**config.mk**
```make
export PLATFORM = sky130hd
export DESIGN_NAME = poly_store_fsm
export DESIGN_NICKNAME = d
export VERILOG_FILES = /design/src/rtl/poly_store_fsm.sv
export SDC_FILE = /design/constraint.sdc
export NUM_CORES = 2
export LEC_CHECK = 0
export ABC_AREA = 0
export CAP_MARGIN = 30
export CELL_PAD_IN_SITES_DETAIL_PLACEMENT = 0
export CELL_PAD_IN_SITES_GLOBAL_PLACEMENT = 1
export CORE_MARGIN = 2
export CORE_UTILIZATION = 30
export DETAILED_ROUTE_END_ITERATION = 8
export PLACE_DENSITY = 0.51
export SYNTH_ARGS = -nofsm -noshare
export SYNTH_HDL_FRONTEND = slang
export SYNTH_SLANG_ARGS = --single-unit
```
**constraint.sdc**
```tcl
create_clock -name clk -period 5.35 [get_ports clk]
set_input_delay 1.605 -clock clk [delete_from_list [all_inputs] [get_ports clk]]
set_output_delay 1.605 -clock clk [all_outputs]
set_load 0.02 [all_outputs]
```
**src/rtl/poly_store_fsm.sv**
```systemverilog
// Polynomial store engine: pops up to 11 coefficients from a FIFO into one of 8 slots.
// Optional store counter output enabled by defining POLY_STORE_COUNT_EN.
module poly_store_fsm #(
    parameter int COEF_W = 16
) (
    input  logic              clk,
    input  logic              rst,
    input  logic              start_sto,
    input  logic [2:0]        slot,
    input  logic [4:0]        degree,
    input  logic              clear_all,
    input  logic              fifo_empty,
    input  logic [COEF_W-1:0] fifo_data,
    output logic              fifo_rd_en,
    input  logic [2:0]        rd_slot,
    input  logic [3:0]        rd_idx,
    output logic [COEF_W-1:0] rd_coef,
    output logic [4:0]        rd_degree,
    output logic              rd_valid,
    output logic              busy,
    output logic              done_sto
`ifdef POLY_STORE_COUNT_EN
    ,
    output logic [15:0]       sto_count
`endif
);

    localparam int NCOEF = 11;
    localparam logic [3:0] MAX_N = 4'd10;

    typedef enum logic [1:0] {
        IDLE,
        READ,
        CAPT,
        DONE
    } state_t;

    state_t state_q, state_d;
    logic [2:0] slot_q, slot_d;
    logic [3:0] n_q, n_d;
    logic [3:0] cnt_q, cnt_d;
    logic [7:0] valid_q, valid_d;
    logic       done_q, done_d;
    logic [3:0] deg_q [8];
    logic [3:0] deg_d [8];
    logic [COEF_W-1:0] coef_q [8][NCOEF];
    logic [COEF_W-1:0] coef_d [8][NCOEF];

    always_comb begin
        state_d    = state_q;
        slot_d     = slot_q;
        n_d        = n_q;
        cnt_d      = cnt_q;
        valid_d    = valid_q;
        deg_d      = deg_q;
        coef_d     = coef_q;
        done_d     = 1'b0;
        fifo_rd_en = 1'b0;

        unique case (state_q)
            IDLE: begin
                if (start_sto) begin
                    slot_d        = slot;
                    n_d           = (degree > 5'd10) ? MAX_N : degree[3:0];
                    cnt_d         = 4'd0;
                    valid_d[slot] = 1'b0;
                    state_d       = READ;
                end
            end
            READ: begin
                if (!fifo_empty) begin
                    fifo_rd_en = 1'b1;
                    state_d    = CAPT;
                end
            end
            CAPT: begin
                coef_d[slot_q][cnt_q] = fifo_data;
                if (cnt_q == n_q) begin
                    state_d = DONE;
                end else begin
                    cnt_d   = cnt_q + 4'd1;
                    state_d = READ;
                end
            end
            DONE: begin
                done_d          = 1'b1;
                valid_d[slot_q] = 1'b1;
                deg_d[slot_q]   = n_q;
                state_d         = IDLE;
            end
            default: state_d = IDLE;
        endcase

        // Abort overrides everything, including a start in the same cycle.
        if (clear_all) begin
            state_d    = IDLE;
            valid_d    = '0;
            done_d     = 1'b0;
            fifo_rd_en = 1'b0;
            coef_d     = coef_q;
            for (int s = 0; s < 8; s++) begin
                deg_d[s] = 4'd0;
            end
        end
    end

    always_ff @(posedge clk or negedge rst) begin
        if (!rst) begin
            state_q <= IDLE;
            slot_q  <= '0;
            n_q     <= '0;
            cnt_q   <= '0;
            valid_q <= '0;
            done_q  <= 1'b0;
            for (int s = 0; s < 8; s++) begin
                deg_q[s] <= '0;
                for (int i = 0; i < NCOEF; i++) begin
                    coef_q[s][i] <= '0;
                end
            end
        end else begin
            state_q <= state_d;
            slot_q  <= slot_d;
            n_q     <= n_d;
            cnt_q   <= cnt_d;
            valid_q <= valid_d;
            done_q  <= done_d;
            deg_q   <= deg_d;
            coef_q  <= coef_d;
        end
    end

`ifdef POLY_STORE_COUNT_EN
    logic [15:0] sto_count_q, sto_count_d;

    always_comb begin
        sto_count_d = sto_count_q + {15'd0, done_d};
        if (clear_all) begin
            sto_count_d = 16'd0;
        end
    end

    always_ff @(posedge clk or negedge rst) begin
        if (!rst) begin
            sto_count_q <= 16'd0;
        end else begin
            sto_count_q <= sto_count_d;
        end
    end

    assign sto_count = sto_count_q;
`endif

    always_comb begin
        rd_coef = '0;
        if (rd_idx <= MAX_N) begin
            rd_coef = coef_q[rd_slot][rd_idx];
        end
    end

    assign rd_degree = {1'b0, deg_q[rd_slot]};
    assign rd_valid  = valid_q[rd_slot];
    assign busy      = (state_q != IDLE);
    assign done_sto  = done_q;

endmodule

```
; ---- Word level (Yosys, flattened, before mapping)
; Index checks and enable logic that the tools add are counted.
[word_totals]
reg_bits = 1462
elab_cells = 189
[classes]
n_addsub = 1
n_lt_le_gt_ge = 13
eq_ne = 8
mux = 43
bitwise = 8
n_reduce_logical = 14
[ops]
columns = op, n
row1 = 1408-bit bitwise mux, 1
row2 = 176-bit binary-select mux with 3-bit select, 1
row3 = 176-bit demux with 3-bit select, 1
row4 = 176-bit 2-to-1 mux, 3
row5 = 16-bit binary-select mux with 4-bit select, 1
row6 = 16-bit demux with 4-bit select, 1
row7 = 16-bit 2-to-1 mux, 4
row8 = 32-bit 2-to-1 mux, 2
row9 = 32-bit bitwise mux, 1
row10 = 4-bit 2-to-1 mux, 6
row11 = 8-bit 2-to-1 mux, 2
row12 = 8-bit case mux with 2 select lines, 1
row13 = 4-bit binary-select mux with 3-bit select, 1
row14 = 4-bit demux with 3-bit select, 1
row15 = "3-bit by 4-bit less-than comparator with 1-bit output, second input constant", 3
row16 = "5-bit >= comparator, second input constant", 2
row17 = 4-bit NOT with 5-bit output, 2
row18 = 8-bit AND, 1
row19 = "4-bit >= comparator, second input constant", 2
row20 = 1-bit 2-to-1 mux, 8
row21 = 2-bit 2-to-1 mux, 4
row22 = 3-bit NOT with 4-bit output, 2
row23 = 8-bit NOT, 1
row24 = 8-bit bitwise OR, 1
row25 = other kinds (22), 35

; ---- Logic depth before layout (Yosys ltp)
[depth]
ltp_word = 9
ltp_mapped = 10

; ---- Worst setup path before layout
; OpenSTA, ideal clock, no wires.
[synth_timing]
kind = input port to output port
startpoint = in rd_slot[0]
endpoint = out rd_coef[14]
arrival_ns = 3.582
setup_slack_ns = 0.163
path_stages = 9
cell_sequence = buf_2 -> buf_4 -> or2_2 -> buf_2 -> buf_1 -> o22ai_1 -> o41ai_1 -> nor3_1 -> o32ai_1
[synth_via]
elab_chain_cells = 8
[synth_lines]
columns = item, line
row1 = from (decl), 15  ; input logic [2:0] rd_slot,
row2 = 3-bit NOT with 4-bit output (implied by the code), 157  ; rd_coef = coef_q[rd_slot][rd_idx];
row3 = 176-bit binary-select mux with 3-bit select, 157
row4 = 176-bit 2-to-1 mux (implied by the code) (2 in series), 157
row5 = 16-bit binary-select mux with 4-bit select, 157
row6 = 16-bit 2-to-1 mux (implied by the code) (2 in series), 157
row7 = 16-bit 2-to-1 mux, 156  ; if (rd_idx <= MAX_N) begin
row8 = to (decl), 17  ; output logic [COEF_W-1:0] rd_coef,
; No other way between the ends. The select of a mux whose other input is x is not followed.

; ---- Worst setup path after layout
[layout_timing]
startpoint = in rd_slot[0]
endpoint = out rd_coef[7]
; Same word-level chain as after synthesis.

==> impl_results.md <==
* Status: finished, violations left
* Violated checks: negative setup slack
* Die Span X at 477 um
* Number of flops mapped to enable cells by yosys at 0
* Critical path endpoint category: output pin
* Final Util at 0.367
* Post-synth top flop: dfrtp_1
* Initial antenna violation count at 4
* Die area at 0.227 mm2
* CORE AREA at 0.222 mm2
* Area grow syn2layout at 21.7%
* Top cells by area, synth: dfrtp_1, mux2_2, mux4_2
* Worst setup SP type: primary input
* Fin. Hold Viols at 0
* Worst Path Arrival at 4050 ps
* Peak fanout along the critical path at 8
* Sequential fraction of the synthesis area at 0.546
* Syn Nets at 4,470
* Multi-input gate area at 0.0296 mm2
* Final setup violation count at 16
* Measured slew at the worst slew-check pin at 1120 ps
* GRT Util Overall at 0.183
* DRC viols at 0
* Worst-case clock buffer depth at 3
* IO Pins at 61
* Max Fclk at 0.177 GHz
* Root Buffer: clkbuf_16
* CTS clk-pin slew, worst paths at 60 ps
* Period utilisation layout at 1.06
* Clk_lat worst skew at 830 ps
* Leading area contributor after synthesis: dfrtp_1
* Sequential Area at 0.0366 mm2
* CTS HTree Levels at 4
* Worst Skew at 28.9 ps
* Mean Syn Cell Area at 15.1 um2
* Initial DRC count at 2,212
* Synthesized netlist cell count at 4,430
* GPL Wtd Cong at 0.790
* Router iterations before antenna repair at 7
* Final worst slack at -310 ps
* Setup Total Neg Slack at -3730 ps
* Proportion of layout cells with a drive suffix above 1 at 0.563
* Grt ovf at 0
* CTS tree: yes
* Min cycle time layout at 5660 ps
* Largest net degree at the start of global routing at 170
* Met1 usage in global routing at 0.250
* Peak supply drop at 0.253 mV
* Busiest grt layer: met2
* Count leader, synth: mux2_2
* RSZ-0062 raised after global routing: yes
* CTS buffer count at 172
* Vias in the first global route at 42,700
* Async S/R FF share, synth at 1.00
* Fin nets at 4,766
* Routed via count at 39,500
* Yosys cell types at 55
* DIE HEIGHT at 477 um
* Wirelength per Cell at 26.5 um
* First-pass GRT wire length at 310 mm
* Post-DR vias/cell at 5.03
* PortBufs at 59
* HPWL after DPL at 134 mm
* Worst Setup Path Type: in2out
* WP data required at 3740 ps
* Routing usage on met2 at 0.308
* # clock sinks at 1,462
* Hold crit path type: reg2reg
* Mapped Area at 0.0670 mm2
* Leakage at 38.9 nW
* Top-area cell type share of the netlist area at 0.546
* Max-Cap Viols at 0
* Yosys warnings at 0
* Number of routed nets with antenna violations at 0
* Met3 Resource Use GR at 0.0221
* DRT Wirelength at 208 mm
* Yosys reg bits at 1,462
* Row cnt at 173
* Pins Over Slew Limit at 0
* Slew headroom at 0.255
* Starting density of the core at 0.302
* Fillers at 21,300
* Synth cell count leaders: mux2_2, dfrtp_1, mux4_2, clkbuf_1, buf_2
* PD cells at 306 mW/mm2
==> stage by stage <==
| stage | setup WS, ps | hold slack, ps | cells | instance area (um2) | power (mW) |
|---|---|---|---|---|---|
| after floorplan | 163 | 471 | 4430 | 67000 | 12.2 |
| after global placement | -1370 | 481 | 7450 | 73200 | 13.2 |
| after detailed placement | -1080 | 485 | 7479 | 73800 | 13.3 |
| after CTS | -362 | 498 | 7825 | 80600 | 25.3 |
| after global routing | -339 | 505 | 7845 | 81500 | 25.9 |
| final | -310 | 496 | 7846 | 81500 | 24.9 |
==> power breakdown <==
part | internal, mW | leakage (nW) | switching, mW | total, mW
Sequential | 11.2 | 20.4 | 0.0999 | 11.3
Clock | 6.92 | 2.79 | 4.84 | 11.8
Combinational | 0.711 | 15.7 | 1.16 | 1.87
==> layout make-up <==
type | instances | share of cell area
Antenna cell | 2 | 0.0000614
Clock buffer | 276 | 0.0640
Clock inverter | 41 | 0.00546
Inverter | 10 | 0.000537
Multi-Input combinational cell | 2547 | 0.362
Sequential cell | 1462 | 0.449
Tap cell | 2975 | 0.0457
Timing Repair Buffer | 533 | 0.0731
==> logic make-up (layout without fill, tap and decap cells) <==
family,count (synthesis),in the layout,share of synthesized area
adders and majority gates,4,4,0.000747
AOI/OAI and AO/OA,249,249,0.0258
xor gates and xnor gates,6,6,0.000784
DFF,1462,1462,0.546
other,1,3,0.0000560
buffers and inverters,421,860,0.0278
muxes,1917,1917,0.373
and+or+nand+nor,370,370,0.0259
==> final timing paths <==
path | end | slack [ps] | cells after the start | from
max in group asynchronous | coef_q[45]$_DFFE_PN0P_ | 3210 | 2 | rst
min in group asynchronous | coef_q[148]$_DFFE_PN0P_ | 700 | 1 | rst
setup reg to reg | coef_q[668]$_DFFE_PN0P_ | 2360 | 5 | slot_q[1]$_DFFE_PN0P_
hold reg to reg | coef_q[1299]$_DFFE_PN0P_ | 500 | 1 | coef_q[1299]$_DFFE_PN0P_
hold / removal | coef_q[1299]$_DFFE_PN0P_ | 500 | 1 | coef_q[1299]$_DFFE_PN0P_
setup / recovery | rd_coef[7] | -310 | 12 | rd_slot[0]
==> timing repair <==
item	CTS	global route
hold endpoints to repair	0	0
pin swaps	27	36
hold buffers	0	0
cloned	5	3
endpoints found under the setup margin	21	16
setup buffers	29	20
resized for setup	156	124
==> routing by layer <==
layer / wire, um / share of wire / vias up
met1: 95400 / 0.46 / 21600
met5: 0 / 0 / -
met4: 5210 / 0.025 / 0
met2: 101000 / 0.49 / 548
met3: 6120 / 0.029 / 262
li1: - / - / 17100
==> cell usage in the layout (no fill, tap or decap), drive strengths merged, types with 36 or more instances in the layout <==
cell type,netlist,routed
nand2,119,119
nor2b,44,44
clkbuf,224,281
mux4,314,314
a211oi,41,41
nor2,120,120
o22ai,40,40
mux2i,101,101
mux2,1502,1502
buf,187,507
a22oi,36,36
dfrtp,1462,1462
a21oi,39,39
==> sequential cells by signal, indices dropped and copies added, names as in the netlist <==
signal    cells
coef_q     1408
done_sto      1
n_q           4
valid_q       8
deg_q        32
cnt_q         4
slot_q        3
state_q       2
==> critical path: stages <==
cell	delay, ps
buf_16	140
buf_12	140
buf_16	150
buf_6	110
buf_12	100
mux4_2	480
mux4_2	580
nand2_2	120
a211o_4	180
o221ai_4	110
buf_6	160
buf_12	130
(Power assumes the default switching activity.)
